## config.mk

```make
export PLATFORM = sky130hd
export DESIGN_NAME = ecc_result_collector_flat
export DESIGN_NICKNAME = d
export VERILOG_FILES = /design/src/rtl/ecc_result_collector_if.sv /design/src/rtl/ecc_result_collector.sv /design/src/flat_wrapper.sv
export SDC_FILE = /design/constraint.sdc
export NUM_CORES = 1
export LEC_CHECK = 0
export ABC_AREA = 0
export CORE_MARGIN = 4
export CORE_UTILIZATION = 52
export DETAILED_ROUTE_END_ITERATION = 8
export PLACE_DENSITY = 0.72
export SLEW_MARGIN = 5
export SYNTH_ARGS = -nofsm -noshare
export SYNTH_HDL_FRONTEND = slang
export SYNTH_SLANG_ARGS = --single-unit
```

## constraint.sdc

```tcl
create_clock -name clk -period 4.36 [get_ports clk]
set_clock_uncertainty 0.05 [all_clocks]
set_input_delay 0.654 -clock clk [delete_from_list [all_inputs] [get_ports clk]]
set_output_delay 0.654 -clock clk [all_outputs]
set_load 0.005 [all_outputs]
```

## src/rtl/ecc_result_collector_if.sv

```systemverilog
// Bundle between the ECC top / host side and the result collector:
// capture inputs, the result stream and the statistics block.
interface ecc_result_collector_if #(
    parameter int DATA_WIDTH = 32,
    parameter int DEPTH      = 4,
    parameter int CNT_WIDTH  = 16
);
    logic                         done_in;
    logic [DATA_WIDTH-1:0]        data_in;
    logic [1:0]                   nerr_in;
    logic [1:0]                   mode_in;

    logic                         out_valid;
    logic                         out_ready;
    logic [DATA_WIDTH-1:0]        out_data;
    logic [1:0]                   out_nerr;
    logic [1:0]                   out_mode;
    logic [15:0]                  out_tstamp;
    logic [$clog2(DEPTH):0]       fifo_count;

    logic                         clear_stats;
    logic [CNT_WIDTH-1:0]         ops_cnt;
    logic [CNT_WIDTH-1:0]         corr_cnt;
    logic [CNT_WIDTH-1:0]         uncorr_cnt;
    logic [CNT_WIDTH-1:0]         drop_cnt;
    logic                         overflow;

    modport master (
        output done_in, data_in, nerr_in, mode_in, out_ready, clear_stats,
        input  out_valid, out_data, out_nerr, out_mode, out_tstamp, fifo_count,
        input  ops_cnt, corr_cnt, uncorr_cnt, drop_cnt, overflow
    );

    modport slave (
        input  done_in, data_in, nerr_in, mode_in, out_ready, clear_stats,
        output out_valid, out_data, out_nerr, out_mode, out_tstamp, fifo_count,
        output ops_cnt, corr_cnt, uncorr_cnt, drop_cnt, overflow
    );
endinterface

```

## src/rtl/ecc_result_collector.sv

```systemverilog
// Captures each completed ECC operation into a small FIFO with saturating statistics.
// Define ECC_COLLECT_TIMESTAMP_EN to store a 16-bit capture timestamp per entry.
module ecc_result_collector #(
    parameter int DATA_WIDTH = 32,
    parameter int DEPTH      = 4,
    parameter int CNT_WIDTH  = 16
) (
    input logic clk,
    input logic rst,
    ecc_result_collector_if.slave bus
);
    localparam int PTR_W = $clog2(DEPTH);
    localparam int CNT_W = PTR_W + 1;

    typedef logic [CNT_WIDTH-1:0] stat_t;

    logic                  done_q;
    logic [PTR_W-1:0]      wrPtr_q, wrPtr_d, rdPtr_q, rdPtr_d;
    logic [CNT_W-1:0]      count_q, count_d;
    logic                  valid_q;
    logic [DATA_WIDTH-1:0] headData_q;
    logic [1:0]            headNerr_q, headMode_q;
    stat_t                 opsCnt_q, corrCnt_q, uncorrCnt_q, dropCnt_q;
    logic                  overflow_q;

    logic [DATA_WIDTH-1:0] memData [DEPTH];
    logic [1:0]            memNerr [DEPTH];
    logic [1:0]            memMode [DEPTH];

    logic captureEvt, full, pop, push, drop, headFromInput;

    function automatic stat_t satInc(stat_t v);
        return (&v) ? v : v + 1'b1;
    endfunction

    always_comb begin
        captureEvt    = bus.done_in & ~done_q;
        full          = (count_q == CNT_W'(DEPTH));
        pop           = valid_q & bus.out_ready;
        push          = captureEvt & (~full | pop);
        drop          = captureEvt & full & ~pop;
        wrPtr_d       = push ? wrPtr_q + 1'b1 : wrPtr_q;
        rdPtr_d       = pop ? rdPtr_q + 1'b1 : rdPtr_q;
        count_d       = count_q + CNT_W'(push) - CNT_W'(pop);
        // The new entry becomes the head when nothing else remains after this pop.
        headFromInput = push & (count_q == CNT_W'(pop));
    end

    always_ff @(posedge clk) begin
        if (push) begin
            memData[wrPtr_q] <= bus.data_in;
            memNerr[wrPtr_q] <= bus.nerr_in;
            memMode[wrPtr_q] <= bus.mode_in;
        end
    end

    always_ff @(posedge clk or negedge rst) begin
        if (!rst) begin
            done_q     <= 1'b0;
            wrPtr_q    <= '0;
            rdPtr_q    <= '0;
            count_q    <= '0;
            valid_q    <= 1'b0;
            headData_q <= '0;
            headNerr_q <= '0;
            headMode_q <= '0;
        end else begin
            done_q  <= bus.done_in;
            wrPtr_q <= wrPtr_d;
            rdPtr_q <= rdPtr_d;
            count_q <= count_d;
            valid_q <= (count_d != '0);
            if (count_d != '0) begin
                if (headFromInput) begin
                    headData_q <= bus.data_in;
                    headNerr_q <= bus.nerr_in;
                    headMode_q <= bus.mode_in;
                end else begin
                    headData_q <= memData[rdPtr_d];
                    headNerr_q <= memNerr[rdPtr_d];
                    headMode_q <= memMode[rdPtr_d];
                end
            end
        end
    end

    // Clear wins over a same-cycle event, whose statistics are discarded.
    always_ff @(posedge clk or negedge rst) begin
        if (!rst) begin
            opsCnt_q    <= '0;
            corrCnt_q   <= '0;
            uncorrCnt_q <= '0;
            dropCnt_q   <= '0;
            overflow_q  <= 1'b0;
        end else if (bus.clear_stats) begin
            opsCnt_q    <= '0;
            corrCnt_q   <= '0;
            uncorrCnt_q <= '0;
            dropCnt_q   <= '0;
            overflow_q  <= 1'b0;
        end else if (captureEvt) begin
            opsCnt_q <= satInc(opsCnt_q);
            if (bus.nerr_in == 2'b01) begin
                corrCnt_q <= satInc(corrCnt_q);
            end
            if (bus.nerr_in[1]) begin
                uncorrCnt_q <= satInc(uncorrCnt_q);
            end
            if (drop) begin
                dropCnt_q  <= satInc(dropCnt_q);
                overflow_q <= 1'b1;
            end
        end
    end

`ifdef ECC_COLLECT_TIMESTAMP_EN
    logic [15:0] tstamp_q;
    logic [15:0] headTs_q;
    logic [15:0] memTs [DEPTH];

    always_ff @(posedge clk) begin
        if (push) begin
            memTs[wrPtr_q] <= tstamp_q;
        end
    end

    always_ff @(posedge clk or negedge rst) begin
        if (!rst) begin
            tstamp_q <= '0;
            headTs_q <= '0;
        end else begin
            tstamp_q <= tstamp_q + 16'd1;
            if (count_d != '0) begin
                headTs_q <= headFromInput ? tstamp_q : memTs[rdPtr_d];
            end
        end
    end

    assign bus.out_tstamp = headTs_q;
`else
    assign bus.out_tstamp = '0;
`endif

    assign bus.out_valid  = valid_q;
    assign bus.out_data   = headData_q;
    assign bus.out_nerr   = headNerr_q;
    assign bus.out_mode   = headMode_q;
    assign bus.fifo_count = count_q;
    assign bus.ops_cnt    = opsCnt_q;
    assign bus.corr_cnt   = corrCnt_q;
    assign bus.uncorr_cnt = uncorrCnt_q;
    assign bus.drop_cnt   = dropCnt_q;
    assign bus.overflow   = overflow_q;
endmodule

```

## src/flat_wrapper.sv

```systemverilog
// flat-port wrapper written by rule: the top's interface ports become plain ports
module ecc_result_collector_flat 
#(
    parameter int DATA_WIDTH = 32,
    parameter int DEPTH      = 4,
    parameter int CNT_WIDTH  = 16
)
  (clk, rst, bus_done_in, bus_data_in, bus_nerr_in, bus_mode_in, bus_out_ready, bus_clear_stats, bus_out_valid, bus_out_data, bus_out_nerr, bus_out_mode, bus_out_tstamp, bus_fifo_count, bus_ops_cnt, bus_corr_cnt, bus_uncorr_cnt, bus_drop_cnt, bus_overflow);
  ecc_result_collector_if #(.DATA_WIDTH(DATA_WIDTH), .DEPTH(DEPTH), .CNT_WIDTH(CNT_WIDTH)) bus_i ();
  input logic clk;
  input logic rst;
  input wire logic [$bits(bus_i.done_in)-1:0] bus_done_in;
  input wire logic [$bits(bus_i.data_in)-1:0] bus_data_in;
  input wire logic [$bits(bus_i.nerr_in)-1:0] bus_nerr_in;
  input wire logic [$bits(bus_i.mode_in)-1:0] bus_mode_in;
  input wire logic [$bits(bus_i.out_ready)-1:0] bus_out_ready;
  input wire logic [$bits(bus_i.clear_stats)-1:0] bus_clear_stats;
  output wire logic [$bits(bus_i.out_valid)-1:0] bus_out_valid;
  output wire logic [$bits(bus_i.out_data)-1:0] bus_out_data;
  output wire logic [$bits(bus_i.out_nerr)-1:0] bus_out_nerr;
  output wire logic [$bits(bus_i.out_mode)-1:0] bus_out_mode;
  output wire logic [$bits(bus_i.out_tstamp)-1:0] bus_out_tstamp;
  output wire logic [$bits(bus_i.fifo_count)-1:0] bus_fifo_count;
  output wire logic [$bits(bus_i.ops_cnt)-1:0] bus_ops_cnt;
  output wire logic [$bits(bus_i.corr_cnt)-1:0] bus_corr_cnt;
  output wire logic [$bits(bus_i.uncorr_cnt)-1:0] bus_uncorr_cnt;
  output wire logic [$bits(bus_i.drop_cnt)-1:0] bus_drop_cnt;
  output wire logic [$bits(bus_i.overflow)-1:0] bus_overflow;
  assign bus_i.done_in = bus_done_in;
  assign bus_i.data_in = bus_data_in;
  assign bus_i.nerr_in = bus_nerr_in;
  assign bus_i.mode_in = bus_mode_in;
  assign bus_i.out_ready = bus_out_ready;
  assign bus_i.clear_stats = bus_clear_stats;
  assign bus_out_valid = bus_i.out_valid;
  assign bus_out_data = bus_i.out_data;
  assign bus_out_nerr = bus_i.out_nerr;
  assign bus_out_mode = bus_i.out_mode;
  assign bus_out_tstamp = bus_i.out_tstamp;
  assign bus_fifo_count = bus_i.fifo_count;
  assign bus_ops_cnt = bus_i.ops_cnt;
  assign bus_corr_cnt = bus_i.corr_cnt;
  assign bus_uncorr_cnt = bus_i.uncorr_cnt;
  assign bus_drop_cnt = bus_i.drop_cnt;
  assign bus_overflow = bus_i.overflow;
  ecc_result_collector #(.DATA_WIDTH(DATA_WIDTH), .DEPTH(DEPTH), .CNT_WIDTH(CNT_WIDTH)) u_core (.clk(clk), .rst(rst), .bus(bus_i));
endmodule
```

==> results.toml <==
[clock_network]
cts_setup_buffers = 0
clock_latency_ps = 530
cts_resized = 0
cts_hold_buf = 0
cts_tree = "built"
cts-htree-levels = 1
clock_path_buffers = 3
path_clk_slew_ps = 60
cts_root_buffer = "clkbuf_16"
cts-buffers-inserted = 28
cts.sinks = 254

[synthesis]
synth_warnings = 0
synthCells = 929
synth-edff-count = 144
async_flop_share = 0.4331
ys_types = 52
syn_area_mm2 = 0.01156
ys_ff_latch = 254
synth-main-ff-cell = "edfxtp_1"
ys_seq_area_frac = 0.6121
syn_area_per_cell_um2 = 12.44

[sta]
fin_tns_setup_ps = 0
setup_viol = 0
fmax_mhz = 287.8
rsz0062_at_grt = "no"
min_period_ps = 3475
tightest_slew_ps = 1011
report.final.slew_viol_count = 0
period_share = 0.7970
slew_headroom = 0.3262
setup_slack_ps = 885.0
finalHoldViolations = 0

[floorplanning]
die_area_mm2 = 0.02468
rows = 54
start_util = 0.5298
core_mm2 = 0.02182
die_x_um = 157.1
io_pins = 162
die_y_um = 157.1

[route]
totalWireLength_um = 25720
via_per_inst = 5.769
via_count = 7926
wl_per_cell_um = 18.72
firstDrtPassIters = 4
ant_nets = 0
route.detailed.drc = 0
drtIter0Drc = 361

[placement]
hpwl_um = 15670
numPortBuffers = 145
place_ws_ps = 336.4
routabilityCongestion = 0.8718
placed_cell_area_mm2 = 0.01328

[critical_path]
required_ps = 4670
crit_chain = "clkdlybuf4s50_1 > nand2_1 > a31oi_1 > ha_1 > fa_1 > or3_2 > buf_4 > nor2_1 > a21oi_1"
path_buf_inv = 2
cp.arrival_ps = 3790
crit_fanout = 73
slowest_stage = "a31oi_1"
worstSetupEndpointType = "flop"
critPathLaunchType = "primary input"
cp_top_family = "buffers and inverters"
path_class = "primary input to flop"
critPathMaxStageDelay_ps = 600

[power_and_ir_drop]
p_int_w = 0.005758
switching_share = 0.3019
clockPowerShare = 0.309
combPwrFrac = 0.298
power_leakage_nw = 5.168
irDropWorstVdd_mv = 0.3017
seq_power_share = 0.394
p_switching_w = 0.002490
pwr_density_cell_mw_per_mm2 = 576.5

[worst_hold_path]
min_path_type = "primary input to asynchronous set/reset pin"

[global_routing]
grt_pass1_wl_um = 41830
antenna_found_initial = 0
first_global_vias = 8081
grt_overflow = 0
grt_max_degree = 78
grt_usage = 0.2079

[final_layout]
drive_gt1_frac = 0.1426
syn_to_final_growth_pct = 23.76
design_area_mm2 = 0.01431
fin_nets = 1124
diodes = 0

[flow_run]
cap_violations = 0

[run_status]
outcome = "finished clean"
worst reg2reg max path: stages (launching register included):
cell and delay, ps:
dfrtp_1 410, nand2_1 270, inv_1 80, ha_1 280, inv_1 60, ha_1 190, fa_1 380, xnor2_1 210
xnor2_1 110, or3_2 410, buf_4 370, nor2_1 210, a21oi_1 60
metal layers:
| layer | share of wire | up-vias | GRT usage |
|---|---|---|---|
| li1 | - | 3761 | - |
| met2 | 0.49 | 194 | 0.3479 |
| met3 | 0.073 | 27 | 0.05856 |
| met5 | 0 | - | 0 |
| met1 | 0.43 | 3944 | 0.2758 |
| met4 | 0.012 | 0 | 0.04097 |
cell type report:
type                       count  area (um2)
timing repair buffer         162        1597
fill                        1658        7516
inverter                      12       45.04
tap                          280       350.3
clock inverter                13       181.4
multi-input combinational    614        4210
clock buffer                  39       843.3
sequential                   254        7081
per-stage QoR:
stage,power [W],hold WS (ps),util,cells
4_1_cts,0.008335,283.8,0.6556,1374
3_5_place_dp,0.005777,445.4,0.6086,1322
6_report,0.008248,234.5,0.6556,1374
5_1_grt,0.008720,313.3,0.6556,1374
3_3_place_gp,0.005680,430.2,0.6086,1322
2_1_floorplan,0.004846,308.4,-,944
path summary, 6_finish.rpt:
kind / startpoint / end / slack (ps) / cells past startpoint
setup / recovery: bus_out_ready / u_core.bus.out_data[23] / 880 / 9
hold / removal: rst / u_core.bus.uncorr_cnt[5] / 230 / 1
setup reg to reg: u_core.bus.out_valid / u_core.bus.out_data[23] / 1090 / 12
hold reg to reg: u_core.bus.overflow / u_core.bus.overflow / 460 / 2
max in group asynchronous: rst / u_core.bus.drop_cnt[1] / 3150 / 2
min in group clk: u_core.bus.overflow / u_core.bus.overflow / 460 / 2
power by group through the flow:
stage                     logic, W  clock network, W  registers [W]
after global routing       0.00271           0.00271        0.00330
after global placement     0.00240                 0        0.00328
after CTS                  0.00249           0.00260        0.00325
final                      0.00245           0.00255        0.00325
after floorplan            0.00170                 0        0.00314
after detailed placement   0.00248                 0        0.00329
cell usage after synthesis (all sizes together) (2+ instances only):
| library cell | count | area share |
|---|---|---|
| a211oi | 37 | 0.024 |
| a21oi | 88 | 0.038 |
| a22oi | 2 | 0.0013 |
| a31oi | 2 | 0.0011 |
| and2 | 4 | 0.0022 |
| and3 | 6 | 0.0032 |
| and4 | 6 | 0.0045 |
| buf | 35 | 0.018 |
| clkbuf | 29 | 0.0094 |
| dfrtp | 110 | 0.24 |
| edfxtp | 144 | 0.37 |
| ha | 10 | 0.011 |
| inv | 12 | 0.0039 |
| mux2 | 70 | 0.068 |
| mux2i | 39 | 0.034 |
| nand2 | 21 | 0.0068 |
| nand3 | 23 | 0.010 |
| nand4 | 20 | 0.013 |
| nand4b | 2 | 0.0015 |
| nor2 | 100 | 0.033 |
| nor2b | 2 | 0.0011 |
| nor3 | 14 | 0.0061 |
| nor3b | 3 | 0.0019 |
| nor4 | 21 | 0.014 |
| nor4b | 5 | 0.0038 |
| o21ai | 13 | 0.0056 |
| o22ai | 36 | 0.019 |
| o31ai | 2 | 0.0013 |
| or3 | 9 | 0.0049 |
| or4 | 3 | 0.0019 |
| xnor2 | 44 | 0.033 |
| xor2 | 3 | 0.0023 |
registers in the layout, indices dropped and copies added, names as in the netlist, 3 cells and up:
signal	cells
u_core.bus.out_data	32
u_core.bus.drop_cnt	16
u_core.bus.ops_cnt	16
u_core.memMode	8
u_core.bus.uncorr_cnt	16
u_core.memData	128
u_core.bus.corr_cnt	16
u_core.memNerr	8
u_core.bus.fifo_count	3
placed cells by master (no fill, tap or decap), drive strengths merged, types with 4 or more instances in the layout:
master / instances
edfxtp: 144
clkdlybuf4s50: 143
dfrtp: 110
nor2: 100
a21oi: 88
mux2: 70
xnor2: 44
mux2i: 39
clkbuf: 39
a211oi: 37
o22ai: 36
nand3: 23
nand2: 21
nor4: 21
nand4: 20
buf: 19
conb: 16
nor3: 14
o21ai: 13
inv: 12
ha: 10
or3: 9
and3: 6
and4: 6
nor4b: 5
clkinv: 5
and2: 4
bufinv: 4
clkinvlp: 4
logic make-up (layout without fill, tap and decap cells):
group	Yosys count	count (layout)	synth area share
compound gates	187	187	0.09600
mux	109	109	0.1019
fa+ha+maj	11	11	0.01255
buf+inv	76	226	0.03095
flops	254	254	0.6121
other cells	1	16	0.0003244
simple gates	244	244	0.1105
xor+xnor	47	47	0.03561
(Power assumes the default switching activity.)
